`config.mk`:
```
export PLATFORM = sky130hd
export DESIGN_NAME = split_11_gen
export DESIGN_NICKNAME = d
export VERILOG_FILES = /design/src/rtl/split_11_pkg.sv /design/src/rtl/split_11_check.sv /design/src/rtl/split_11_gen.sv
export SDC_FILE = /design/constraint.sdc
export NUM_CORES = 1
export LEC_CHECK = 0
export BUFFER_PORTS_ARGS = -buffer_cell sky130_fd_sc_hd__buf_2
export CAP_MARGIN = 15
export CORE_MARGIN = 2
export CORE_UTILIZATION = 35
export DETAILED_ROUTE_END_ITERATION = 10
export HOLD_SLACK_MARGIN = 0.02
export SYNTH_ARGS = -nofsm -noshare
export SYNTH_HDL_FRONTEND = slang
export SYNTH_SLANG_ARGS = --single-unit
```
`constraint.sdc`:
```
create_clock -name clk -period 3.64 [get_ports clk]
set_clock_uncertainty 0.1 [all_clocks]
set_input_delay 0.364 -clock clk [delete_from_list [all_inputs] [get_ports clk]]
set_output_delay 0.364 -clock clk [all_outputs]
set_load 0.02 [all_outputs]
```
`src/rtl/split_11_pkg.sv`:
```
// -----------------------------------------------------------------------------
// split_11_pkg
// Shared types, constants and the constraint predicate for the split_11
// solution generator.
//   state_t : generator FSM states (IDLE, DRAW, CHECK, HOLD)
//   C_ADD   : offset added to var_11 in the cc term
//   C_DIV   : divisor applied to the wrapped var_140 complement in the ca term
//   C_SHIFT : right shift applied to the cc sum
//   sat_f   : full predicate ca & cb & cc on one candidate
// -----------------------------------------------------------------------------
package split_11_pkg;

    typedef enum logic [1:0] {
        IDLE  = 2'd0,
        DRAW  = 2'd1,
        CHECK = 2'd2,
        HOLD  = 2'd3
    } state_t;

    localparam logic [15:0] C_ADD   = 16'hBA9;
    localparam logic [3:0]  C_DIV   = 4'h5;
    localparam int          C_SHIFT = 4;

    // The predicate is evaluated exactly as the constraint set writes it, with
    // every intermediate held at 16 bits, so that the hardware matches the
    // solver's arithmetic bit for bit rather than a hand-simplified range test.
    function automatic logic sat_f(input logic [3:0] v140, input logic [11:0] v11);
        logic [15:0] diff;
        logic [15:0] sum;
        logic        ca;
        logic        cb;
        logic        cc;
        diff = (16'd16 - {12'd0, v140}) & 16'h000F;
        ca   = (diff / {12'd0, C_DIV}) != 16'd0;
        cb   = (v140 != 4'd0) && (v11 != 12'd0);
        sum  = {4'd0, v11} + C_ADD;
        cc   = (sum >> C_SHIFT) != 16'd0;
        return ca & cb & cc;
    endfunction

endpackage

```
`src/rtl/split_11_check.sv`:
```
// -----------------------------------------------------------------------------
// split_11_check
// Purely combinational constraint checker for one split_11 candidate.
// Ports:
//   var_140 in  4   candidate field
//   var_11  in  12  candidate field
//   sat     out 1   candidate satisfies every constraint
// -----------------------------------------------------------------------------
module split_11_check
    import split_11_pkg::*;
(
    input  logic [3:0]  var_140,
    input  logic [11:0] var_11,
    output logic        sat
);

    // Thin wrapper so the predicate lives in exactly one place (the package)
    // while still appearing as its own block in the hierarchy.
    always_comb begin
        sat = sat_f(var_140, var_11);
    end

endmodule

```
`src/rtl/split_11_gen.sv`:
```
// -----------------------------------------------------------------------------
// split_11_gen
// Solution generator for the split_11 constraint set. A Galois LFSR supplies
// candidates for var_140/var_11; each candidate is filtered by split_11_check
// and one satisfying assignment (or the last candidate, flagged with out_fail,
// once MAX_TRIES draws are exhausted) is returned per request.
//
// Ports:
//   clk          in   1       clock
//   rst          in   1       synchronous reset, active-high
//   seed_load    in   1       load seed (only honoured in IDLE)
//   seed         in   LFSR_W  seed value, 0 is replaced by 1
//   req_valid    in   1       request one solution
//   req_ready    out  1       request can be taken (IDLE, no seed load)
//   out_valid    out  1       result available
//   out_ready    in   1       consumer accepts result
//   out_fail     out  1       result is the last candidate after giving up
//   var_140      out  4       solution field
//   var_11       out  12      solution field
//   busy         out  1       search or hand-off in progress
//   stat_accepts out  32      (SPLIT11_GEN_STATS_EN only) successful hand-offs
//   stat_rejects out  32      (SPLIT11_GEN_STATS_EN only) rejected candidates
//
// Optional feature macro: SPLIT11_GEN_STATS_EN adds the saturating statistics
// counters and their ports; without it the block has no counters at all.
// -----------------------------------------------------------------------------
module split_11_gen
    import split_11_pkg::*;
#(
    parameter int                LFSR_W    = 32,
    parameter logic [LFSR_W-1:0] LFSR_MASK = 32'h80200003,
    parameter int                MAX_TRIES = 1024
) (
    input  logic              clk,
    input  logic              rst,
    input  logic              seed_load,
    input  logic [LFSR_W-1:0] seed,
    input  logic              req_valid,
    output logic              req_ready,
    output logic              out_valid,
    input  logic              out_ready,
    output logic              out_fail,
    output logic [3:0]        var_140,
    output logic [11:0]       var_11,
    output logic              busy
`ifdef SPLIT11_GEN_STATS_EN
    ,
    output logic [31:0]       stat_accepts,
    output logic [31:0]       stat_rejects
`endif
);

    localparam int TRIES_W = $clog2(MAX_TRIES + 1);
    localparam logic [TRIES_W-1:0] LAST_TRY = TRIES_W'(MAX_TRIES - 1);

    state_t              state_q, state_d;
    logic [LFSR_W-1:0]   lfsr_q, lfsr_d;
    logic [LFSR_W-1:0]   lfsr_next;
    logic [TRIES_W-1:0]  tries_q, tries_d;
    logic [3:0]          var_140_q, var_140_d;
    logic [11:0]         var_11_q, var_11_d;
    logic                out_fail_q, out_fail_d;
    logic                sat;

    // The candidate registers double as the output fields: they are loaded in
    // DRAW, judged in CHECK and simply held through HOLD.
    split_11_check u_check (
        .var_140 (var_140_q),
        .var_11  (var_11_q),
        .sat     (sat)
    );

    // One Galois step, shifting right and folding the taps in when the bit
    // falling off the bottom is set.
    always_comb begin
        lfsr_next = lfsr_q[0] ? ((lfsr_q >> 1) ^ LFSR_MASK) : (lfsr_q >> 1);
    end

    // Next-state logic. A seed load in IDLE wins over a request in the same
    // cycle, which is why req_ready drops while seed_load is high: the
    // handshake never completes unless the request is actually taken.
    always_comb begin
        state_d    = state_q;
        lfsr_d     = lfsr_q;
        tries_d    = tries_q;
        var_140_d  = var_140_q;
        var_11_d   = var_11_q;
        out_fail_d = out_fail_q;
        case (state_q)
            IDLE: begin
                if (seed_load) begin
                    lfsr_d = (seed == '0) ? LFSR_W'(1) : seed;
                end else if (req_valid) begin
                    tries_d = '0;
                    state_d = DRAW;
                end
            end
            DRAW: begin
                lfsr_d    = lfsr_next;
                var_140_d = lfsr_next[3:0];
                var_11_d  = lfsr_next[15:4];
                state_d   = CHECK;
            end
            CHECK: begin
                if (sat) begin
                    out_fail_d = 1'b0;
                    state_d    = HOLD;
                end else if (tries_q == LAST_TRY) begin
                    out_fail_d = 1'b1;
                    state_d    = HOLD;
                end else begin
                    tries_d = tries_q + TRIES_W'(1);
                    state_d = DRAW;
                end
            end
            HOLD: begin
                if (out_ready) begin
                    state_d = IDLE;
                end
            end
            default: state_d = IDLE;
        endcase
    end

    // State and datapath registers; reset also aborts any search in flight.
    always_ff @(posedge clk) begin
        if (rst) begin
            state_q    <= IDLE;
            lfsr_q     <= LFSR_W'(1);
            tries_q    <= '0;
            var_140_q  <= '0;
            var_11_q   <= '0;
            out_fail_q <= 1'b0;
        end else begin
            state_q    <= state_d;
            lfsr_q     <= lfsr_d;
            tries_q    <= tries_d;
            var_140_q  <= var_140_d;
            var_11_q   <= var_11_d;
            out_fail_q <= out_fail_d;
        end
    end

    // Handshake and status outputs decode straight from the state register.
    always_comb begin
        req_ready = (state_q == IDLE) && !seed_load;
        out_valid = (state_q == HOLD);
        busy      = (state_q != IDLE);
        out_fail  = out_fail_q;
        var_140   = var_140_q;
        var_11    = var_11_q;
    end

`ifdef SPLIT11_GEN_STATS_EN
    logic [31:0] stat_accepts_q, stat_accepts_d;
    logic [31:0] stat_rejects_q, stat_rejects_d;

    // Saturating event counters: accepts count successful hand-offs only,
    // rejects count every candidate that failed the predicate.
    always_comb begin
        stat_accepts_d = stat_accepts_q;
        stat_rejects_d = stat_rejects_q;
        if ((state_q == HOLD) && out_ready && !out_fail_q && (stat_accepts_q != 32'hFFFF_FFFF)) begin
            stat_accepts_d = stat_accepts_q + 32'd1;
        end
        if ((state_q == CHECK) && !sat && (stat_rejects_q != 32'hFFFF_FFFF)) begin
            stat_rejects_d = stat_rejects_q + 32'd1;
        end
    end

    // Counter registers, cleared with the rest of the block.
    always_ff @(posedge clk) begin
        if (rst) begin
            stat_accepts_q <= '0;
            stat_rejects_q <= '0;
        end else begin
            stat_accepts_q <= stat_accepts_d;
            stat_rejects_q <= stat_rejects_d;
        end
    end

    assign stat_accepts = stat_accepts_q;
    assign stat_rejects = stat_rejects_q;
`endif

endmodule
```
==> metrics.md, run 1 <==
| Metric | Value |
|---|---|
| WL/cell | `13.9 µm` |
| Ys Warns | `0` |
| Routed vias/inst | `5.30` |
| Distinct cells, synth | `49` |
| CTS max path bufs | `2` |
| Crit Path Class | `reg -> reg` |
| Slew headroom | `49.3%` |
| Status | `finished clean` |
| Ports | `57` |
| Leakage | `1.21 nW` |
| Post-CTS Setup Inserts | `0` |
| Mapped Area | `0.00277 mm²` |
| Initial Util | `36.0%` |
| Crit path time final | `2410 ps` |
| Max-cap violations | `0` |
| Vias in the first global route | `2,382` |
| Final Hold Viols | `0` |
| Startpoint Class | `register` |
| Worst Tran Pin Value | `760 ps` |
| #FFs+latches synth | `62` |
| Rows | `32` |
| Worst skew pair latency | `340 ps` |
| Ys async rst share | `0%` |
| Layout cells sized above 1 | `22.3%` |
| Clock sinks | `62` |
| Setup violations, final | `0` |
| Fin nets | `428` |
| Maximum number of pins on one net before global-route repair | `62` |
| Dpl hpwl | `4670 µm` |
| Remaining antenna violation count | `0` |
| Post-synth top flop | `dfxtp_1` |
| CP Capture Type | `register` |
| Main area contributors after synthesis | `dfxtp_1 (45%), nand2_1 (10%), a21oi_1 (6.5%)` |
| Synth Instances | `341` |
| Most common cell in the synthesized netlist | `nand2_1` |
| Max Fclk | `0.415 GHz` |
| All-layer global routing usage | `16.2%` |
| CORE AREA | `0.00769 mm²` |
| EDFF count, synth | `0` |
| DRC viols | `0` |
| TNS Setup | `0 ps` |
| Gpl congestion | `0.860` |
| Register-to-Register Path Depth | `8` |
| Initial antenna violation count | `0` |
| Fin cells | `496` |
| Synth Net Count | `380` |
| N_diodes | `0` |
| CTS tree | `done` |
| Worst setup endpoint | `tries_q[9]$_SDFFE_PP0P_` |
| Max VDD drop | `0.000187 V` |
| FF-to-FF Start | `var_140[0]$_SDFFE_PP0P_` |
| Full die area | `0.00863 mm²` |
| Class of the worst hold path | `in -> reg` |
| Area grow syn2layout | `19.5%` |
| Reg2reg end | `tries_q[9]$_SDFFE_PP0P_` |
| Number of port buffers | `56` |
| RSZ-0062 raised after global routing | `false` |
| Chip width | `92.9 µm` |
| Area leader, netlist | `dfxtp_1` |
| Sequential share of the synthesized area | `44.9%` |
| CP max FO | `14` |
| Hold Buf Count CTS | `0` |
| Total gr overflow | `0` |
| Max-slew violations | `0` |
| CP startpoint | `var_140[0]$_SDFFE_PP0P_` |
| # resized after CTS | `0` |
| Max H-tree Level | `3` |
| WL final | `6890 µm` |
| Post-synth top cells | `nand2_1 (76), dfxtp_1 (62), a21oi_1 (36)` |
| WP data arrival | `2590 ps` |
| Root Buffer | `clkbuf_8` |
| Iter 0 DRT Violations | `135` |
| Top-area cell type share of the netlist area | `44.9%` |
| Via count | `2,631` |
| Syn avg cell area | `8.11 µm²` |
| WHS | `206 ps` |
| Period utilization | `66.2%` |
| 1st-pass router iterations | `4` |
| Clock slew at reported path FFs | `80 ps` |
| Die H | `92.9 µm` |
| Req. time, crit path | `3820 ps` |
| Placed Cells | `480` |
| First-pass GRT wire length | `11,300 µm` |
| TritonCTS Buffers | `9` |
| Reg2Reg Setup Slack | `1230 ps` |
| Pwr dens | `450 mW/mm²` |
state kept, by name, indices dropped and copies added, names as in the netlist:
register / cells
tries_q: 11
var_11: 12
var_140: 4
out_fail: 1
lfsr_q: 32
state_q: 2
critical path, cell delays in order, from the launching register on:
cell       delay [ps]
dfxtp_1           390
inv_1              90
ha_1              300
or2_2             270
o221ai_1          260
a2111oi_2         110
buf_4             190
or4_1             500
a21oi_1           140
worst min-delay path by stage:
| stage | startpoint | to | slack [ps] | depth (start not counted) |
|---|---|---|---|---|
| 2_1_floorplan | lfsr_q[17]$_SDFFE_PP0P_ | lfsr_q[17]$_SDFFE_PP0P_ | 340 | 2 |
| 3_3_place_gp | lfsr_q[23]$_SDFFE_PP0P_ | lfsr_q[23]$_SDFFE_PP0P_ | 340 | 2 |
| 3_5_place_dp | lfsr_q[19]$_SDFFE_PP0P_ | lfsr_q[19]$_SDFFE_PP0P_ | 350 | 2 |
| 4_1_cts | seed[13] | lfsr_q[13]$_SDFFE_PP0P_ | 180 | 3 |
| 5_1_grt | seed[13] | lfsr_q[13]$_SDFFE_PP0P_ | 200 | 3 |
| 6_report | seed[8] | lfsr_q[8]$_SDFFE_PP0P_ | 210 | 3 |
per-stage QoR:
| step | util [%] | area (µm²) | setup slack, ps | total power, mW |
|---|---|---|---|---|
| final | 43.0 | 3300 | 1230 | 1.49 |
| after global routing | 43.0 | 3300 | 1050 | 1.56 |
| after CTS | 43.0 | 3300 | 1240 | 1.51 |
| after detailed placement | 40.5 | 3110 | 1230 | 0.930 |
| after global placement | 40.5 | 3110 | 1320 | 0.927 |
| after floorplan | - | 2770 | 1350 | 0.867 |
cells by family (layout without fill, tap and decap cells):
| group | Yosys count | count (layout) | synth area share (%) |
|---|---|---|---|
| AND/OR/NAND/NOR | 145 | 145 | 25.6 |
| AO/OA/AOI/OAI | 97 | 97 | 22.9 |
| flip-flops | 62 | 62 | 44.9 |
| buffers and inverters | 32 | 85 | 4.84 |
| XOR/XNOR | 3 | 3 | 0.950 |
| adder cells (fa/ha/maj) | 2 | 2 | 0.905 |
cell type report:
cell class	count	area, µm²
clock buffer	11	151
clock inverter	5	41.3
fill	801	4380
inverter	8	30.0
multi-input combinational	247	1400
sequential	62	1240
tap	102	128
timing repair buffer	61	318
where the power goes:
part | switching, mW | leakage (nW) | internal (mW)
Sequential | 0.0233 | 0.506 | 0.711
Combinational | 0.110 | 0.616 | 0.0709
Clock | 0.283 | 0.0926 | 0.290
Total | 0.417 | 1.21 | 1.07
layer usage:
metal / up-vias / share of wire, % / routed length (µm) / track usage, %
met5: - / 0 / 0 / 0
met4: 0 / 0.99 / 68 / 5.88
met3: 10 / 4.3 / 294 / 3.25
met2: 74 / 49 / 3370 / 25.2
met1: 1217 / 46 / 3160 / 22.1
li1: 1330 / - / - / -
cell usage in the layout, fill, tap and decap left out, types with 4 or more instances in the layout:
master and instances:
buf_4 5, nand2_1 76, a211oi_1 7, a31oi_1 14, nand3_1 5, buf_2 56
a21oi_1 36, o21ai_0 6, inv_1 8, nor4_1 13, clkbuf_8 11, nand4_1 4
nor2_1 11, or3_1 5, nor2b_1 4, a22oi_1 15, dfxtp_1 62
Power figures use the tool's default switching activity.
==> run 2: changes to the inputs <==
- clock period: 3.64 -> 2.4 ns (I/O delays scaled with it)
==> run 2 against run 1 <==
Net effect: via count rose by 0.34%; clock power is 25% higher; combinational power rose by 59%; critical endpoint unchanged.
==> metrics.md, run 2 (synthesized netlist as in run 1, its figures left out) <==
| Metric | Value |
|---|---|
| WL/cell | `13.7 µm` |
| Routed vias/inst | `5.29` |
| Clock sinks | `62` |
| N_diodes | `0` |
| CTS tree | `done` |
| Worst path max stage delay | `500 ps` |
| Remaining antenna violation count | `0` |
| Register-to-Register Path Depth | `8` |
| Max reg flops | `32` |
| Vias in the first global route | `2,535` |
| Most frequent cells in the layout | `nand2_1 (76), dfxtp_1 (62), buf_2 (56), a21oi_1 (36), a22oi_1 (15)` |
| Number of port buffers | `56` |
| Ports | `57` |
| Reg2reg end | `tries_q[9]$_SDFFE_PP0P_` |
| Min-Delay Startpoint | `seed[21]` |
| Reg2Reg Setup Slack | `110 ps` |
| Crit Path Class | `reg -> reg` |
| Hold Buf Count CTS | `0` |
| First-pass GRT wire length | `11,800 µm` |
| Root Buffer | `clkbuf_8` |
| Final Hold Viols | `0` |
| Clock slew at reported path FFs | `70 ps` |
| FF-to-FF Start | `var_140[0]$_SDFFE_PP0P_` |
| Worst path slowest cell | `or4_1` |
| Post-CTS Setup Inserts | `0` |
| TNS Setup | `0 ps` |
| Crit path time final | `2290 ps` |
| Worst Tran Pin Value | `609 ps` |
| Max Fclk | `0.436 GHz` |
| Fin nets | `434` |
| Initial Util | `36.0%` |
| CORE AREA | `0.00769 mm²` |
| Layout cells sized above 1 | `22.7%` |
| Placed Cells | `486` |
| Max H-tree Level | `3` |
| Full die area | `0.00863 mm²` |
| Die H | `92.9 µm` |
| Hold path depth | `3` |
| WL final | `6860 µm` |
| Status | `finished clean` |
| Chip width | `92.9 µm` |
| Req. time, crit path | `2560 ps` |
| Commonest non-fill, non-tap cell in the layout | `nand2_1` |
| Pwr dens | `640 mW/mm²` |
| DRC viols | `0` |
| TritonCTS Buffers | `9` |
| Leakage | `1.23 nW` |
| Hold path endpoint | `lfsr_q[21]$_SDFFE_PP0P_` |
| WP data arrival | `2460 ps` |
| 1st-pass router iterations | `4` |
| RSZ-0062 raised after global routing | `false` |
| Largest Register | `lfsr_q` |
| Dpl hpwl | `4930 µm` |
| Setup violations, final | `0` |
| Maximum number of pins on one net before global-route repair | `36` |
| Area grow syn2layout | `19.3%` |
| Max-slew violations | `0` |
| Worst skew pair latency | `320 ps` |
| CTS max path bufs | `2` |
| Period utilization | `95.5%` |
| All-layer global routing usage | `16.9%` |
| # resized after CTS | `0` |
| Class of the worst hold path | `in -> reg` |
| Gpl congestion | `0.775` |
| Iter 0 DRT Violations | `133` |
| Fin cells | `499` |
| Via count | `2,640` |
| Total gr overflow | `0` |
| Max VDD drop | `0.000333 V` |
| Initial antenna violation count | `0` |
| Sequence of cells on the critical path | `inv_1, ha_1, or2_2, o221ai_1, a2111oi_2, buf_4, or4_1, a21oi_1` |
| Max-cap violations | `0` |
| Slew headroom | `59.4%` |
| Design Power | `2.11 mW` |
| Startpoint Class | `register` |
| CP Capture Type | `register` |
| CP max FO | `14` |
| Rows | `32` |
## run 2: cell types whose count changed in the layout (fill, tap and decap cells not counted), sizes merged
cell / delta
buf: +6
clkbuf: -1
clkinv: +2
clkinvlp: -2
inv: -2
## run 2: how the worst max path moves through the flow
stage / slack (ps) / from / cells after the start / to
2_1_floorplan: 110 / var_140[0]$_SDFFE_PP0P_ / 8 / tries_q[4]$_SDFFE_PP0P_
3_3_place_gp: 150 / var_140[0]$_SDFFE_PP0P_ / 8 / tries_q[9]$_SDFFE_PP0P_
3_5_place_dp: 100 / var_140[0]$_SDFFE_PP0P_ / 8 / tries_q[9]$_SDFFE_PP0P_
4_1_cts: 100 / var_140[0]$_SDFFE_PP0P_ / 8 / tries_q[9]$_SDFFE_PP0P_
5_1_grt: 9 / var_140[0]$_SDFFE_PP0P_ / 8 / tries_q[9]$_SDFFE_PP0P_
6_report: 110 / var_140[0]$_SDFFE_PP0P_ / 8 / tries_q[9]$_SDFFE_PP0P_
## run 2: where the power goes
group	switching [mW]	internal, mW
registers	0.0313	1.08
logic	0.171	0.117
clock network	0.363	0.352
## run 2: stage by stage
step / worst slack, ps / util, % / hold slack (ps) / area (µm²)
finish: 108 / 42.9 / 81.8 / 3300
global route: 9.21 / 42.9 / 94.6 / 3300
CTS: 95.8 / 42.9 / 73.7 / 3300
detailed placement: 104 / 41.1 / 347 / 3160
global placement: 147 / 41.1 / 342 / 3160
floorplan: 106 / - / 295 / 2770
## run 2: worst max-delay path: cells and delay by family (launching register included)
| family | cells | cell delay [ps] |
|---|---|---|
| AO/OA/AOI/OAI | 3 | 500 |
| AND/OR/NAND/NOR | 2 | 770 |
| adder cells (fa/ha/maj) | 1 | 290 |
| buffers and inverters | 2 | 250 |
| flip-flops | 1 | 330 |
## run 2: layer usage
layer	vias to the layer above	GRT usage [%]	share of wire [%]
met5	-	0	0
met2	50	27.7	49
met4	0	5.51	1.2
met1	1242	22.0	46
met3	8	3.82	3.6
li1	1340	-	-
## run 2: final cells by class
| cell class | instances | area [µm²] |
|---|---|---|
| Timing Repair Buffer | 67 | 363 |
| Fill cell | 809 | 4390 |
| Clock inverter | 3 | 15.0 |
| Tap cell | 102 | 128 |
| Sequential cell | 62 | 1240 |
| Inverter | 8 | 30.0 |
| Multi-Input combinational cell | 247 | 1400 |
| Clock buffer | 10 | 128 |
==> run 3: changes to the inputs <==
==> constraint.sdc (replaced) <==
create_clock -name clk -period 2.4 [get_ports clk]
set_clock_uncertainty 0.1 [all_clocks]
set_input_delay 0.36 -clock clk [delete_from_list [all_inputs] [get_ports clk]]
set_output_delay 0.36 -clock clk [all_outputs]
set_load 0.02 [all_outputs]
==> run 3 against run 2 <==
Net effect: critical path depth unchanged; clock-buffer cell count is 1 lower; core utilization up 1.6 points; maximum frequency increased by 1.3%; critical endpoint unchanged; hold slack gained 110 ps; sequential cell count unchanged; final cell count rose by 0.80%.
==> metrics.md, run 3 (synthesized netlist as in run 1, its figures left out) <==
| Metric | Value |
|---|---|
| Largest Register | `lfsr_q` |
| 1st-pass router iterations | `4` |
| Post-DP Area | `0.00316 mm²` |
| CTS max path bufs | `2` |
| Design Area, Final | `0.00342 mm²` |
| Slew headroom | `59.7%` |
| # fillers | `812` |
| Dpl hpwl | `4810 µm` |
| Iter 0 DRT Violations | `116` |
| Worst Tran Pin Value | `605 ps` |
| Leakage | `1.28 nW` |
| Startpoint Class | `register` |
| Die H | `92.9 µm` |
| Layout cells sized above 1 | `24.2%` |
| Clock sinks | `62` |
| Maximum number of pins on one net before global-route repair | `36` |
| Gpl congestion | `0.819` |
| Max VDD drop | `0.000354 V` |
| Area grow syn2layout | `23.8%` |
| Final Hold Viols | `0` |
| Met3 routed wirelength | `250 µm` |
| Vias in the first global route | `2,364` |
| CP max FO | `11` |
| First-pass GRT wire length | `11,500 µm` |
| TritonCTS Buffers | `9` |
| Hold Buf Count CTS | `0` |
| Initial antenna violation count | `0` |
| Fin nets | `435` |
| Via count | `2,652` |
| Total gr overflow | `0` |
| Highest metal used | `met4` |
| Remaining antenna violation count | `0` |
| Met1 WL | `3080 µm` |
| DRC viols | `0` |
| Routed vias/inst | `5.27` |
| Clock slew at reported path FFs | `70 ps` |
| Multi-input logic area | `0.00142 mm²` |
| Setup violations, final | `0` |
| CORE AREA | `0.00769 mm²` |
| Root Buffer | `clkbuf_8` |
| Class of the worst hold path | `in -> reg` |
| Pwr dens | `711 mW/mm²` |
| Max reg flops | `32` |
| CTS tree | `done` |
| Rows | `32` |
| Chip width | `92.9 µm` |
| Crit Path Class | `reg -> reg` |
| Initial Util | `36.0%` |
| Ports | `57` |
| Number of port buffers | `56` |
| Period utilization | `94.3%` |
| Full die area | `0.00863 mm²` |
| N_diodes | `0` |
| Req. time, crit path | `2570 ps` |
| Max H-tree Level | `3` |
| WL final | `6890 µm` |
| WP data arrival | `2440 ps` |
| TNS Setup | `0 ps` |
| Most frequent cells in the layout | `nand2_1 (76), dfxtp_1 (62), buf_2 (56), a21oi_1 (36), a22oi_1 (15)` |
| WL/cell | `13.7 µm` |
| Max Fclk | `0.442 GHz` |
| Max-cap violations | `0` |
| Crit path time final | `2260 ps` |
| CP Capture Type | `register` |
| Max-slew violations | `0` |
| Worst skew pair latency | `340 ps` |
| All-layer global routing usage | `16.5%` |
| WHS | `195 ps` |
| Status | `finished clean` |
| Reg2Reg Setup Slack | `140 ps` |
| Commonest non-fill, non-tap cell in the layout | `nand2_1` |
| Met2 wire length | `3500 µm` |
| FF+latch area | `0.00124 mm²` |
==> run 3: repair_timing <==
item / in CTS / in global routing
resized for setup: 0 / 3
buffers inserted: 0 / 2
endpoints found under the setup margin: 0 / 3
==> run 3: critical path, cell delays in order (launching register included) <==
cell and delay [ps]:
dfxtp_1 340, inv_1 60, ha_1 290, or2_2 310
o221ai_4 190, a2111oi_2 90, buf_4 180, or4_1 500
a21oi_1 140
==> run 3: final timing paths <==
check | start | endpoint | cells past startpoint
worst min-delay path | seed[21] | lfsr_q[21]$_SDFFE_PP0P_ | 3
worst min register to register | lfsr_q[25]$_SDFFE_PP0P_ | lfsr_q[25]$_SDFFE_PP0P_ | 2
worst max-delay path | var_140[0]$_SDFFE_PP0P_ | tries_q[9]$_SDFFE_PP0P_ | 8
worst max register to register | var_140[0]$_SDFFE_PP0P_ | tries_q[9]$_SDFFE_PP0P_ | 8
==> run 3: metal layers <==
| metal | vias to the layer above | GRT usage (%) |
|---|---|---|
| met5 | - | 0 |
| met4 | 0 | 5.02 |
| met3 | 7 | 3.50 |
| met2 | 57 | 26.3 |
| met1 | 1244 | 22.5 |
| li1 | 1344 | - |
==> run 3: final cells by class <==
class / count / area share, %
multi-input combinational: 247 / 41.4
inverter: 8 / 0.878
clock inverter: 7 / 2.89
sequential: 62 / 36.3
tap: 102 / 3.73
clock buffer: 9 / 3.62
timing repair buffer: 68 / 11.2
==> run 3: per-stage QoR <==
stage,cells,total power [mW],util [%],worst slack (ps)
global route,503,2.54,44.5,-2.11
detailed placement,485,1.43,41.1,70.5
floorplan,341,1.32,-,106
global placement,485,1.42,41.1,155
CTS,501,2.45,44.0,54.6
finish,503,2.43,44.5,137
==> run 3: power breakdown <==
group          switching [mW]  total, mW  internal, mW  leakage [nW]
clock network           0.435       1.02         0.588         0.109
logic                   0.177      0.301         0.124         0.663
registers              0.0317       1.11          1.08         0.506
